===== config.mk =====
export PLATFORM = sky130hd
export DESIGN_NAME = alu_share_sched_flat
export DESIGN_NICKNAME = d
export VERILOG_FILES = /design/src/rtl/alu_share_sched_if.sv /design/src/rtl/alu_share_sched.sv /design/src/flat_wrapper.sv
export SDC_FILE = /design/constraint.sdc
export NUM_CORES = 1
export LEC_CHECK = 0
export ABC_AREA = 1
export CAP_MARGIN = 20
export CORE_MARGIN = 10
export CORE_UTILIZATION = 40
export CTS_BUF_LIST = sky130_fd_sc_hd__clkbuf_2
export CTS_CLUSTER_SIZE = 8
export DETAILED_ROUTE_END_ITERATION = 12
export PLACE_DENSITY = 0.79
export SLEW_MARGIN = 20
export SYNTH_ARGS = -nofsm -noshare
export SYNTH_HDL_FRONTEND = slang
export SYNTH_SLANG_ARGS = --single-unit

===== constraint.sdc =====
create_clock -name clk -period 3.16 [get_ports clk]
set_input_delay 0.79 -clock clk [delete_from_list [all_inputs] [get_ports clk]]
set_output_delay 0.79 -clock clk [all_outputs]
set_load 0.01 [all_outputs]

===== src/rtl/alu_share_sched_if.sv =====
// ---------------------------------------------------------------------------
// alu_share_sched_if
//   Bundles every non-clock/reset signal of the shared-ALU scheduler.
//   Signal groups:
//     req0_* / req1_* : valid/ready request channels (op, a, b) from two requesters
//     alu_*           : registered opcode/operands to the ALU, combinational result back
//     rsp_*           : valid/ready response channel tagged with the requester id
//   Modports:
//     slave  : the scheduler (alu_share_sched)
//     master : the surrounding environment (requesters, ALU, response consumer)
// ---------------------------------------------------------------------------
interface alu_share_sched_if #(
  parameter int W = 8
) ();

  logic         req0_valid;
  logic         req0_ready;
  logic [3:0]   req0_op;
  logic [W-1:0] req0_a;
  logic [W-1:0] req0_b;

  logic         req1_valid;
  logic         req1_ready;
  logic [3:0]   req1_op;
  logic [W-1:0] req1_a;
  logic [W-1:0] req1_b;

  logic [3:0]   alu_op;
  logic [W-1:0] alu_a;
  logic [W-1:0] alu_b;
  logic [W-1:0] alu_result;

  logic         rsp_valid;
  logic         rsp_ready;
  logic         rsp_id;
  logic [W-1:0] rsp_data;
  logic         rsp_illegal;

  modport slave (
    input  req0_valid, req0_op, req0_a, req0_b,
    output req0_ready,
    input  req1_valid, req1_op, req1_a, req1_b,
    output req1_ready,
    output alu_op, alu_a, alu_b,
    input  alu_result,
    output rsp_valid, rsp_id, rsp_data, rsp_illegal,
    input  rsp_ready
  );

  modport master (
    output req0_valid, req0_op, req0_a, req0_b,
    input  req0_ready,
    output req1_valid, req1_op, req1_a, req1_b,
    input  req1_ready,
    input  alu_op, alu_a, alu_b,
    output alu_result,
    input  rsp_valid, rsp_id, rsp_data, rsp_illegal,
    output rsp_ready
  );

endinterface


===== src/rtl/alu_share_sched.sv =====
// ---------------------------------------------------------------------------
// alu_share_sched
//   Shares one combinational ALU (ADD/SUB/SLL/SRA/SRL/GT/EQ/NEG) between two
//   requesters with round-robin arbitration and a single operation in flight.
//   IDLE accepts one request, EXEC captures the ALU result, RESP holds the
//   tagged response until the consumer takes it.
//   Ports:
//     clk   : rising-edge clock
//     rst_n : asynchronous active-low reset
//     bus   : alu_share_sched_if.slave (request, ALU and response channels)
//   Parameter W : operand/result width (must match the interface instance).
// ---------------------------------------------------------------------------
module alu_share_sched #(
  parameter int W = 8
) (
  input  logic               clk,
  input  logic               rst_n,
  alu_share_sched_if.slave   bus
);

  typedef enum logic [1:0] {
    IDLE = 2'd0,
    EXEC = 2'd1,
    RESP = 2'd2
  } state_t;

  state_t       state_q, state_d;
  logic         last_grant_q, last_grant_d;
  logic [3:0]   alu_op_q, alu_op_d;
  logic [W-1:0] alu_a_q, alu_a_d;
  logic [W-1:0] alu_b_q, alu_b_d;
  logic         rsp_valid_q, rsp_valid_d;
  logic         rsp_id_q, rsp_id_d;
  logic [W-1:0] rsp_data_q, rsp_data_d;
  logic         rsp_illegal_q, rsp_illegal_d;

  logic         grant0_s;
  logic         grant1_s;
  logic [3:0]   sel_op_s;
  logic [W-1:0] sel_a_s;
  logic [W-1:0] sel_b_s;

  // Round-robin winner selection; ready is forced low while reset is asserted.
  always_comb begin
    grant0_s = 1'b0;
    grant1_s = 1'b0;
    if (rst_n && (state_q == IDLE)) begin
      if (bus.req0_valid && bus.req1_valid) begin
        // Contention: the requester that did not win last time goes first.
        grant0_s = last_grant_q;
        grant1_s = ~last_grant_q;
      end else begin
        grant0_s = bus.req0_valid;
        grant1_s = bus.req1_valid;
      end
    end else begin
      grant0_s = 1'b0;
      grant1_s = 1'b0;
    end
  end

  // Mux the winning requester's payload.
  always_comb begin
    sel_op_s = bus.req0_op;
    sel_a_s  = bus.req0_a;
    sel_b_s  = bus.req0_b;
    if (grant1_s) begin
      sel_op_s = bus.req1_op;
      sel_a_s  = bus.req1_a;
      sel_b_s  = bus.req1_b;
    end else begin
      sel_op_s = bus.req0_op;
      sel_a_s  = bus.req0_a;
      sel_b_s  = bus.req0_b;
    end
  end

  // Next-state and registered-output computation for the IDLE/EXEC/RESP FSM.
  always_comb begin
    state_d       = state_q;
    last_grant_d  = last_grant_q;
    alu_op_d      = alu_op_q;
    alu_a_d       = alu_a_q;
    alu_b_d       = alu_b_q;
    rsp_valid_d   = rsp_valid_q;
    rsp_id_d      = rsp_id_q;
    rsp_data_d    = rsp_data_q;
    rsp_illegal_d = rsp_illegal_q;
    case (state_q)
      IDLE: begin
        if (grant0_s || grant1_s) begin
          last_grant_d = grant1_s;
          rsp_id_d     = grant1_s;
          if (sel_op_s[3]) begin
            // Opcodes 0x8..0xF never reach the ALU: its inputs keep their
            // previous values and the response is produced directly.
            rsp_valid_d   = 1'b1;
            rsp_data_d    = {W{1'b0}};
            rsp_illegal_d = 1'b1;
            state_d       = RESP;
          end else begin
            alu_op_d = sel_op_s;
            alu_a_d  = sel_a_s;
            alu_b_d  = sel_b_s;
            state_d  = EXEC;
          end
        end else begin
          state_d = IDLE;
        end
      end
      EXEC: begin
        rsp_data_d    = bus.alu_result;
        rsp_illegal_d = 1'b0;
        rsp_valid_d   = 1'b1;
        state_d       = RESP;
      end
      RESP: begin
        if (bus.rsp_ready) begin
          rsp_valid_d = 1'b0;
          state_d     = IDLE;
        end else begin
          state_d = RESP;
        end
      end
      default: begin
        rsp_valid_d = 1'b0;
        state_d     = IDLE;
      end
    endcase
  end

  // State and output registers; reset discards any operation in flight.
  always_ff @(posedge clk or negedge rst_n) begin
    if (!rst_n) begin
      state_q       <= IDLE;
      last_grant_q  <= 1'b1;
      alu_op_q      <= 4'd0;
      alu_a_q       <= {W{1'b0}};
      alu_b_q       <= {W{1'b0}};
      rsp_valid_q   <= 1'b0;
      rsp_id_q      <= 1'b0;
      rsp_data_q    <= {W{1'b0}};
      rsp_illegal_q <= 1'b0;
    end else begin
      state_q       <= state_d;
      last_grant_q  <= last_grant_d;
      alu_op_q      <= alu_op_d;
      alu_a_q       <= alu_a_d;
      alu_b_q       <= alu_b_d;
      rsp_valid_q   <= rsp_valid_d;
      rsp_id_q      <= rsp_id_d;
      rsp_data_q    <= rsp_data_d;
      rsp_illegal_q <= rsp_illegal_d;
    end
  end

  assign bus.req0_ready  = grant0_s;
  assign bus.req1_ready  = grant1_s;
  assign bus.alu_op      = alu_op_q;
  assign bus.alu_a       = alu_a_q;
  assign bus.alu_b       = alu_b_q;
  assign bus.rsp_valid   = rsp_valid_q;
  assign bus.rsp_id      = rsp_id_q;
  assign bus.rsp_data    = rsp_data_q;
  assign bus.rsp_illegal = rsp_illegal_q;

endmodule


===== src/flat_wrapper.sv =====
// flat-port wrapper written by rule: the top's interface ports become plain ports
module alu_share_sched_flat 
#(
  parameter int W = 8
)
  (clk, rst_n, bus_req0_valid, bus_req0_op, bus_req0_a, bus_req0_b, bus_req0_ready, bus_req1_valid, bus_req1_op, bus_req1_a, bus_req1_b, bus_req1_ready, bus_alu_op, bus_alu_a, bus_alu_b, bus_alu_result, bus_rsp_valid, bus_rsp_id, bus_rsp_data, bus_rsp_illegal, bus_rsp_ready);
  alu_share_sched_if #(.W(W)) bus_i ();
  input  logic clk;
  input  logic rst_n;
  input wire logic [$bits(bus_i.req0_valid)-1:0] bus_req0_valid;
  input wire logic [$bits(bus_i.req0_op)-1:0] bus_req0_op;
  input wire logic [$bits(bus_i.req0_a)-1:0] bus_req0_a;
  input wire logic [$bits(bus_i.req0_b)-1:0] bus_req0_b;
  output wire logic [$bits(bus_i.req0_ready)-1:0] bus_req0_ready;
  input wire logic [$bits(bus_i.req1_valid)-1:0] bus_req1_valid;
  input wire logic [$bits(bus_i.req1_op)-1:0] bus_req1_op;
  input wire logic [$bits(bus_i.req1_a)-1:0] bus_req1_a;
  input wire logic [$bits(bus_i.req1_b)-1:0] bus_req1_b;
  output wire logic [$bits(bus_i.req1_ready)-1:0] bus_req1_ready;
  output wire logic [$bits(bus_i.alu_op)-1:0] bus_alu_op;
  output wire logic [$bits(bus_i.alu_a)-1:0] bus_alu_a;
  output wire logic [$bits(bus_i.alu_b)-1:0] bus_alu_b;
  input wire logic [$bits(bus_i.alu_result)-1:0] bus_alu_result;
  output wire logic [$bits(bus_i.rsp_valid)-1:0] bus_rsp_valid;
  output wire logic [$bits(bus_i.rsp_id)-1:0] bus_rsp_id;
  output wire logic [$bits(bus_i.rsp_data)-1:0] bus_rsp_data;
  output wire logic [$bits(bus_i.rsp_illegal)-1:0] bus_rsp_illegal;
  input wire logic [$bits(bus_i.rsp_ready)-1:0] bus_rsp_ready;
  assign bus_i.req0_valid = bus_req0_valid;
  assign bus_i.req0_op = bus_req0_op;
  assign bus_i.req0_a = bus_req0_a;
  assign bus_i.req0_b = bus_req0_b;
  assign bus_req0_ready = bus_i.req0_ready;
  assign bus_i.req1_valid = bus_req1_valid;
  assign bus_i.req1_op = bus_req1_op;
  assign bus_i.req1_a = bus_req1_a;
  assign bus_i.req1_b = bus_req1_b;
  assign bus_req1_ready = bus_i.req1_ready;
  assign bus_alu_op = bus_i.alu_op;
  assign bus_alu_a = bus_i.alu_a;
  assign bus_alu_b = bus_i.alu_b;
  assign bus_i.alu_result = bus_alu_result;
  assign bus_rsp_valid = bus_i.rsp_valid;
  assign bus_rsp_id = bus_i.rsp_id;
  assign bus_rsp_data = bus_i.rsp_data;
  assign bus_rsp_illegal = bus_i.rsp_illegal;
  assign bus_i.rsp_ready = bus_rsp_ready;
  alu_share_sched #(.W(W)) u_core (.clk(clk), .rst_n(rst_n), .bus(bus_i));
endmodule

==> metrics.md, run 1 <==
| Metric | Value |
|---|---|
| Maximum vdd ir drop | 329 uV |
| Clock transition at path regs | 170 ps |
| Syn_area_per_cell | 7.30 um2 |
| H-tree levels | 2 |
| N_diodes | 0 |
| Root Buffer | clkbuf_2 |
| TritonRoute pass-1 iters | 4 |
| Commonest non-fill, non-tap cell in the layout | nand2_1 |
| Critical Path RT | 2370 ps |
| Final Hold Viols | 0 |
| Gate power share | 50.5% |
| Worst-Margin Slew | 654 ps |
| Worst path cell trace | clkdlybuf4s50_1 -> inv_2 -> a21oi_2 -> nand2_2 -> inv_2 -> clkdlybuf4s50_1 |
| Commonest non-fill, non-tap cells in the layout | nand2_1, clkdlybuf4s50_1, dfrtp_1 |
| Fmax | 336 MHz |
| Area of the multi-input gates | 666 um2 |
| CP Capture Type | output pin |
| Global-route wire length before repair | 7680 um |
| Max-slew headroom | 56.3% |
| Routability congestion estimate | 0.768 |
| IO Pins | 86 |
| Area Growth Syn to Fin | 56.9% |
| Reg power frac | 39.4% |
| Ys Warns | 0 |
| Crit-path max cell delay | 540 ps |
| GRT Overall Usage | 13.4% |
| Sequential-to-total area share from yosys stat | 51.7% |
| Worst EP arrival | 2190 ps |
| Die area | 0.00693 mm2 |
| Port bufs | 84 |
| Final WL | 4670 um |
| Pleak | 1.30 nW |
| Overall via count from detail_route | 1598 |
| Sum Neg Setup Slack | 0 ps |
| Outcome | complete, no violations |
| Crit. Startpoint | bus_req1_valid |
| Vias/cell | 4.51 |
| HP Class | input port to async pin |
| Int Pwr | 1.18 mW |
| DP Area | 0.00247 mm2 |
| CP Class | input port to output pin |
| Clock Tree Buf Depth | 2 |
| Post-cts sizing count | 0 |
| Synth Instances | 219 |
| Count of final setup violators | 0 |
| Post-CTS setup buffer count | 0 |
| Fin crit period | 2980 ps |
| CTS buffer count | 5 |
| Die height | 83.2 um |
| Die Width | 83.2 um |
| Hpwl dp | 3620 um |
| Fillers | 341 |
| Row count | 22 |
| Via count of the first global-routing pass | 1585 |
| Final net count | 358 |
| Unrepaired setup endpoints after global routing | false |
| Routed WL per cell | 13.2 um |
| CP Max Fanout | 3 |
| ANT nets after route | 0 |
| Switching part of the total | 36.6% |
| Hold_buf cts | 0 |
| PD cells | 744 mW/mm2 |
| Yosys cell types | 20 |
| Initial Utilization | 42.4% |
| Register bit count reported by yosys | 33 |
| Slowest cell on crit path | clkdlybuf4s50_1 |
| Largest net degree at the start of global routing | 34 |
| Share of cells above drive strength 1 | 8.17% |
| CTS tree | built |
| Mapped Nets | 272 |
| Fin area | 0.00251 mm2 |
| Tcrit/Tclk final | 94.2% |
| Final Total Pwr | 1.87 mW |
| Initial antenna violation count | 0 |
| DR iter-0 viols | 50 |
| Clock skew | 6.56 ps |
| R2r startpoint | u_core.state_q[1] |
| Maxcap violations | 0 |
| Clk pwr share | 10.1% |
| DRC violations left | 0 |
| Sink Count | 33 |
| GRT Residual Overflow | 0 |
| Later-pin clock latency in the skew report | 370 ps |
| Net Switching | 682 uW |
| Core region area | 0.00377 mm2 |
| Fin. max-slew vios | 0 |
| Critical Path Start Type | input port |
| Area of the mapped netlist | 0.00160 mm2 |
| Storage cell area | 827 um2 |
==> per-layer routing <==
metal | vias up | global-route usage [%] | part of all wire [%]
li1 | 827 | - | -
met1 | 695 | 15.8 | 44
met2 | 69 | 20.2 | 44
met3 | 7 | 7.23 | 10
met4 | 0 | 4.15 | 1.4
met5 | - | 0 | 0
==> power by group through the flow <==
stage / Sequential, mW / Clock, mW / Combinational (mW)
after floorplan: 0.837 / 0 / 0.302
after global placement: 0.738 / 0 / 0.941
after detailed placement: 0.745 / 0 / 0.961
after CTS: 0.735 / 0.200 / 0.966
after global routing: 0.765 / 0.215 / 1.05
final: 0.734 / 0.188 / 0.943
==> registers in the layout, summed over array words and instances, names as in the netlist, 2 cells and up <==
| register | flops |
|---|---|
| u_core.bus.alu_a | 8 |
| u_core.state_q | 2 |
| u_core.bus.rsp_data | 8 |
| u_core.bus.alu_b | 8 |
| u_core.bus.alu_op | 3 |
==> synth_stat cells (all sizes together) <==
cell type	count	area, um2
a21oi	2	13.8
nand3b	1	7.51
dfstp	1	26.3
nand2	141	537
o21ai	2	10.0
inv	14	52.6
a211oi	1	7.51
buf	7	46.3
dfrtp	32	801
conb	1	3.75
clkbuf	2	7.51
nand3	12	60.1
nor2	3	26.3
==> worst max-delay path: cells and delay by family <==
kind | cells | cell delay (ps)
buffers and inverters | 4 | 1160
and+or+nand+nor | 1 | 90
AOI/OAI and AO/OA | 1 | 130
==> worst paths after layout <==
check / endpoint / depth (start not counted) / slack [ps]
max in group asynchronous: u_core.last_grant_q / 2 / 2370
hold / removal: u_core.bus.rsp_data[1] / 2 / 460
min in group clk: u_core.bus.alu_a[2] / 2 / 490
hold reg to reg: u_core.bus.alu_a[2] / 2 / 490
setup / recovery: bus_req1_ready / 6 / 180
setup reg to reg: u_core.bus.alu_op[0] / 11 / 1280
==> through the flow <==
stage                     utilization, %  setup slack (ps)  hold WS [ps]  cells
after floorplan                        -              1080           488    219
after global placement              65.5               192           453    346
after detailed placement            65.5               188           457    346
after CTS                           66.5               174           443    354
after global routing                66.5               127           439    354
final                               66.5               185           457    354
==> kinds of logic after synthesis <==
group / Yosys count / synth area share, %
and+or+nand+nor: 157 / 39.4
DFF: 33 / 51.7
other: 1 / 0.235
AOI/OAI and AO/OA: 5 / 1.96
buffers and inverters: 23 / 6.65
==> final cells by class <==
cell class | instances | area share [%]
Multi-Input combinational cell | 163 | 26.5
Tap cell | 48 | 2.39
Clock buffer | 5 | 0.998
Clock inverter | 3 | 0.499
Sequential cell | 33 | 33.0
Timing Repair Buffer | 88 | 34.5
Inverter | 14 | 2.09
(Power assumes the default switching activity.)
==> inputs of run 2 (changes only) <==
--- a/config.mk
+++ b/config.mk
@@ -8,11 +8,11 @@
 export ABC_AREA = 1
 export CAP_MARGIN = 20
 export CORE_MARGIN = 10
-export CORE_UTILIZATION = 40
+export CORE_UTILIZATION = 43
 export CTS_BUF_LIST = sky130_fd_sc_hd__clkbuf_2
 export CTS_CLUSTER_SIZE = 8
 export DETAILED_ROUTE_END_ITERATION = 12
-export PLACE_DENSITY = 0.79
+export PLACE_DENSITY = 0.84
 export SLEW_MARGIN = 20
 export SYNTH_ARGS = -nofsm -noshare
 export SYNTH_HDL_FRONTEND = slang
==> metrics.md, run 2 (same netlist as run 1, synthesis figures left out) <==
| Metric | Value |
|---|---|
| Post-CTS setup buffer count | 0 (unchanged) |
| Hpwl dp | 3570 um (-1.2%) |
| Maxcap violations | 0 (unchanged) |
| Initial antenna violation count | 0 (unchanged) |
| Overall via count from detail_route | 1585 (-0.81%) |
| Commonest non-fill, non-tap cell in the layout | nand2_1 |
| Reg power frac | 39.3% (about the same) |
| Unrepaired setup endpoints after global routing | false |
| Die Width | 81.0 um (-2.7%) |
| Net Switching | 680 uW (-0.20%) |
| Area Growth Syn to Fin | 57.0% (about the same) |
| Fin. max-slew vios | 0 (unchanged) |
| Critical R2R Capture | u_core.bus.alu_a[4] |
| Pleak | 1.30 nW (+0.38%) |
| Switching part of the total | 36.4% (-0.18 points) |
| R2r startpoint | u_core.state_q[1] |
| DRC violations left | 0 (unchanged) |
| Critical Path Start Type | input port |
| Clk pwr share | 10.5% (+0.4 points) |
| Count of final setup violators | 0 (unchanged) |
| Hold_buf cts | 0 (unchanged) |
| Final Hold Viols | 0 (unchanged) |
| Sum Neg Setup Slack | 0 ps (unchanged) |
| Tcrit/Tclk final | 94.9% (+0.72 points) |
| Fin area | 0.00251 mm2 (about the same) |
| Later-pin clock latency in the skew report | 390 ps (+20 ps) |
| ANT nets after route | 0 (unchanged) |
| Worst EP arrival | 2210 ps (+20 ps) |
| Core region area | 0.00363 mm2 (-3.6%) |
| Final WL | 4620 um (-1.1%) |
| Fillers | 322 (-5.6%) |
| Port bufs | 84 (unchanged) |
| Max-slew headroom | 55.4% (-0.86 points) |
| Fin crit period | 3000 ps (+22.9 ps) |
| CTS buffer count | 5 (unchanged) |
| Fmax | 334 MHz (-0.76%) |
| Worst slack, placed | 167 ps (-20.9 ps) |
| HP Class | input port to async pin |
| Flop-to-flop setup slack | 1290 ps (about the same) |
| DP Area | 0.00247 mm2 (unchanged) |
| CP Class | input port to output pin |
| N_diodes | 0 (unchanged) |
| Maximum vdd ir drop | 381 uV (+16%) |
| Largest net degree at the start of global routing | 34 (unchanged) |
| H-tree levels | 2 (unchanged) |
| Root Buffer | clkbuf_2 |
| Share of cells above drive strength 1 | 8.82% (+0.65 points) |
| GRT Residual Overflow | 0 (unchanged) |
| Util after Layout | 69.1% (+2.6 points) |
| Clock transition at path regs | 170 ps (about the same) |
| Cell depth of the worst flop-to-flop path | 11 (unchanged) |
| Worst-Margin Slew | 667 ps (+12.8 ps) |
| Outcome | complete, no violations |
| Post-cts sizing count | 0 (unchanged) |
| DR iter-0 viols | 29 (-42%) |
| PD cells | 745 mW/mm2 (+0.21%) |
| CTS tree | built |
| Routability congestion estimate | 0.788 (+2.7%) |
| Sink Count | 33 (unchanged) |
| CP Capture Type | output pin |
| CP Max Fanout | 3 (unchanged) |
| Gate power share | 50.2% (-0.3 points) |
| Row count | 22 (unchanged) |
| Clock Tree Buf Depth | 2 (unchanged) |
| Commonest non-fill, non-tap cells in the layout | nand2_1, clkdlybuf4s50_1, dfrtp_1 |
| Via count of the first global-routing pass | 1557 (-1.8%) |
| Int Pwr | 1.19 mW (+0.60%) |
| TritonRoute pass-1 iters | 4 (unchanged) |
| Final net count | 358 (unchanged) |
| Clock skew | 17.1 ps (+10.6 ps) |
| Routed WL per cell | 13.0 um (-1.1%) |
| Critical Path RT | 2370 ps (about the same) |
| Die area | 0.00656 mm2 (-5.3%) |
| Die height | 81.0 um (-2.7%) |
| GRT Overall Usage | 14.2% (+0.85 points) |
| IO Pins | 86 (unchanged) |
| Vias/cell | 4.48 (-0.81%) |
| Initial Utilization | 44.0% (+1.6 points) |
| Setup crit end | bus_req1_ready |
| Worst setup margin | 162 ps (-22.9 ps) |
| Crit. Startpoint | bus_req1_valid |
| Global-route wire length before repair | 7240 um (-5.7%) |
[run 2: layout make-up]
class	count	area (um2)	share of cell area, %
tap	48	60.1	2.39
clock buffer	6	30.0	1.20
timing repair buffer	88	866	34.5
inverter	14	52.6	2.09
clock inverter	2	10.0	0.399
multi-input combinational	163	666	26.5
sequential	33	827	32.9
[run 2: critical path: stages]
cell	delay, ps
clkdlybuf4s50_1	520
inv_2	50
a21oi_2	130
nand2_2	80
inv_2	60
clkdlybuf4s50_1	570
[run 2: routing by layer]
| metal | track usage [%] | wire length (um) | vias to the layer above |
|---|---|---|---|
| li1 | - | - | 825 |
| met1 | 15.2 | 1840 | 698 |
| met2 | 24.7 | 2290 | 54 |
| met3 | 4.64 | 378 | 8 |
| met4 | 7.09 | 110 | 0 |
| met5 | 0 | 0 | - |
[run 2: power groups by stage]
| stage | Combinational [mW] | Clock, mW | Sequential, mW |
|---|---|---|---|
| 2_1_floorplan | 0.302 | 0 | 0.837 |
| 3_3_place_gp | 0.944 | 0 | 0.737 |
| 3_5_place_dp | 0.960 | 0 | 0.745 |
| 4_1_cts | 0.962 | 0.202 | 0.736 |
| 5_1_grt | 1.04 | 0.221 | 0.761 |
| 6_report | 0.940 | 0.196 | 0.735 |
[run 2: worst min-delay path by stage]
stage,from,endpoint,cells after the start
5_1_grt,rst_n,u_core.bus.alu_a[7],2
4_1_cts,rst_n,u_core.bus.alu_a[7],2
6_report,rst_n,u_core.bus.alu_a[7],2
2_1_floorplan,rst_n,u_core.bus.alu_a[0],0
3_3_place_gp,u_core.bus.alu_b[1],u_core.bus.alu_b[1],2
3_5_place_dp,u_core.bus.alu_a[0],u_core.bus.alu_a[0],2
[run 2: metrics by stage]
stage                     hold WS [ps]  power [mW]  instances
final                              413        1.87        354
after global routing               418        2.02        354
after CTS                          412        1.90        354
after detailed placement           458        1.71        346
after global placement             453        1.68        346
after floorplan                    488        1.14        219
==> inputs of run 3 (changes only) <==
--- a/config.mk
+++ b/config.mk
@@ -7,8 +7,10 @@
 export LEC_CHECK = 0
 export ABC_AREA = 1
 export CAP_MARGIN = 20
+export CELL_PAD_IN_SITES_DETAIL_PLACEMENT = 0
+export CELL_PAD_IN_SITES_GLOBAL_PLACEMENT = 2
 export CORE_MARGIN = 10
-export CORE_UTILIZATION = 43
+export CORE_UTILIZATION = 22
 export CTS_BUF_LIST = sky130_fd_sc_hd__clkbuf_2
 export CTS_CLUSTER_SIZE = 8
 export DETAILED_ROUTE_END_ITERATION = 12
==> metrics.md, run 3 (same netlist as run 1, synthesis figures left out) <==
| Metric | Value |
|---|---|
| Outcome | complete, no violations |
| Later-pin clock latency in the skew report | 360 ps (-30 ps) |
| Worst Hold Depth | 2 |
| Overall via count from detail_route | 1575 (-0.63%) |
| Clock skew | 12.8 ps (-4.38 ps) |
| CP Class | input port to output pin |
| Fin crit period | 2990 ps (-11.1 ps) |
| Sum Neg Setup Slack | 0 ps (unchanged) |
| CTS tree | built |
| Post-CTS setup buffer count | 0 (unchanged) |
| DRC violations left | 0 (unchanged) |
| Finished Layout Cells | 405 (+14%) |
| Worst-Margin Slew | 676 ps (+9.88 ps) |
| Die area | 0.0111 mm2 (+69%) |
| PD cells | 752 mW/mm2 (+0.87%) |
| Worst EP arrival | 2200 ps (about the same) |
| Net Switching | 683 uW (+0.36%) |
| Core region area | 0.00718 mm2 (+97%) |
| Root Buffer | clkbuf_2 |
| CP Max Fanout | 3 (unchanged) |
| Hpwl dp | 3900 um (+9.1%) |
| Pleak | 1.31 nW (+0.60%) |
| Crit path buffers/inverters | 4 (unchanged) |
| Cell depth of the worst flop-to-flop path | 11 (unchanged) |
| Final Hold Viols | 0 (unchanged) |
| Clock Tree Buf Depth | 2 (unchanged) |
| Commonest non-fill, non-tap cell in the layout | nand2_1 |
| ANT nets after route | 0 (unchanged) |
| Hold_buf cts | 0 (unchanged) |
| CP Capture Type | output pin |
| Critical Path RT | 2370 ps (about the same) |
| Initial antenna violation count | 0 (unchanged) |
| Critical R2R Capture | u_core.bus.alu_b[6] |
| Port bufs | 84 (unchanged) |
| Gate power share | 48.0% (-2.2 points) |
| Fin. max-slew vios | 0 (unchanged) |
| Routed WL per cell | 12.5 um (-4.5%) |
| R2r startpoint | u_core.state_q[1] |
| HP Class | register to register |
| Clk pwr share | 14.3% (+3.8 points) |
| Levels on crit path | 6 (unchanged) |
| Via count of the first global-routing pass | 1697 (+9.0%) |
| Initial Utilization | 22.3% (-22 points) |
| Cells after DPL | 397 (+15%) |
| Sink Count | 33 (unchanged) |
| N_diodes | 0 (unchanged) |
| Commonest non-fill, non-tap cells in the layout | nand2_1, clkdlybuf4s50_1, dfrtp_1 |
| Tcrit/Tclk final | 94.5% (-0.35 points) |
| Die height | 105 um (+30%) |
| Row count | 31 (+41%) |
| Unrepaired setup endpoints after global routing | false |
| Switching part of the total | 35.0% (-1.4 points) |
| Worst path cell trace | clkdlybuf4s50_1 -> inv_2 -> a21oi_2 -> nand2_2 -> inv_2 -> clkdlybuf4s50_1 |
| Critical Path Start Type | input port |
| Crit-path max cell delay | 550 ps (-20 ps) |
| Clock transition at path regs | 170 ps (about the same) |
| Reg power frac | 37.7% (-1.6 points) |
| Maxcap violations | 0 (unchanged) |
| IO Pins | 86 (unchanged) |
| Setup crit end | bus_req1_ready |
| DR iter-0 viols | 53 (+83%) |
| Flop-to-flop setup slack | 1270 ps (-20 ps) |
| Die Width | 105 um (+30%) |
| Maximum vdd ir drop | 162 uV (-58%) |
| Share of cells above drive strength 1 | 8.50% (-0.33 points) |
| Max-slew headroom | 54.7% (-0.66 points) |
| H-tree levels | 2 (unchanged) |
| Global-route wire length before repair | 8490 um (+17%) |
| Routability congestion estimate | 0.683 (-13%) |
| Count of final setup violators | 0 (unchanged) |
| TritonRoute pass-1 iters | 4 (unchanged) |
| GRT Overall Usage | 9.34% (-4.9 points) |
| GRT Residual Overflow | 0 (unchanged) |
| Top delay family on crit path | buffers and inverters |
| Fmax | 335 MHz (+0.37%) |
| Area Growth Syn to Fin | 62.5% |
| Largest net degree at the start of global routing | 34 (unchanged) |
| Final net count | 358 (unchanged) |
| Int Pwr | 1.27 mW (+6.7%) |
| CTS buffer count | 5 (unchanged) |
| Crit. Startpoint | bus_req1_valid |
| Vias/cell | 3.89 (-13%) |
| Post-cts sizing count | 0 (unchanged) |
| Final WL | 5050 um (+9.3%) |
| Slowest cell on crit path | clkdlybuf4s50_1 |
run 3: cell count changes in the layout (fill, tap and decap cells not counted):
cell	delta
bufinv_16	+1
clkinv_2	-2
clkinv_1	+1
run 3: metal layers:
| metal | wire length [um] | share of wire [%] | global-route usage (%) |
|---|---|---|---|
| met1 | 2220 | 44 | 10.8 |
| met4 | 79 | 1.6 | 3.53 |
| met2 | 2400 | 47 | 15.5 |
| met3 | 346 | 6.9 | 3.41 |
| met5 | 0 | 0 | 0 |
run 3: layout make-up:
type                    count  area [um2]
fillers                   800        4580
repair buffers             88         866
flip-flops and latches     33         827
multi-input cells         163         666
well taps                  99         124
inverters                  14        52.6
clock inverters             2        33.8
clock buffers               6        30.0
run 3: worst register-to-register path, delay by kind of cell, from the launching register on:
family	cells	cell delay [ps]
simple gates	8	850
buf+inv	3	500
flops	1	440
run 3: power by group through the flow:
stage	Sequential (mW)	Combinational [mW]	Clock, mW
finish	0.736	0.938	0.280
global route	0.769	1.05	0.317
CTS	0.741	0.970	0.297
detailed placement	0.749	0.967	0
global placement	0.741	0.966	0
floorplan	0.837	0.302	0
run 3: how the worst min path moves through the flow:
| stage | slack (ps) | to | start |
|---|---|---|---|
| floorplan | 490 | u_core.bus.alu_a[0] | rst_n |
| global placement | 450 | u_core.bus.alu_b[0] | u_core.bus.alu_b[0] |
| detailed placement | 460 | u_core.bus.alu_op[1] | u_core.bus.alu_op[1] |
| CTS | 470 | u_core.state_q[1] | rst_n |
| global route | 460 | u_core.state_q[1] | rst_n |
| finish | 490 | u_core.bus.alu_b[0] | u_core.bus.alu_b[0] |
run 3: stage by stage:
step | util, % | hold WS (ps) | area (um2) | worst slack [ps] | total power, mW
final | 36.2 | 489 | 2600 | 173 | 1.95
after global routing | 36.2 | 464 | 2600 | 90.3 | 2.14
after CTS | 36.2 | 475 | 2600 | 173 | 2.01
after detailed placement | 35.3 | 458 | 2530 | 182 | 1.72
after global placement | 35.3 | 453 | 2530 | 188 | 1.71
after floorplan | - | 488 | 1600 | 1080 | 1.14
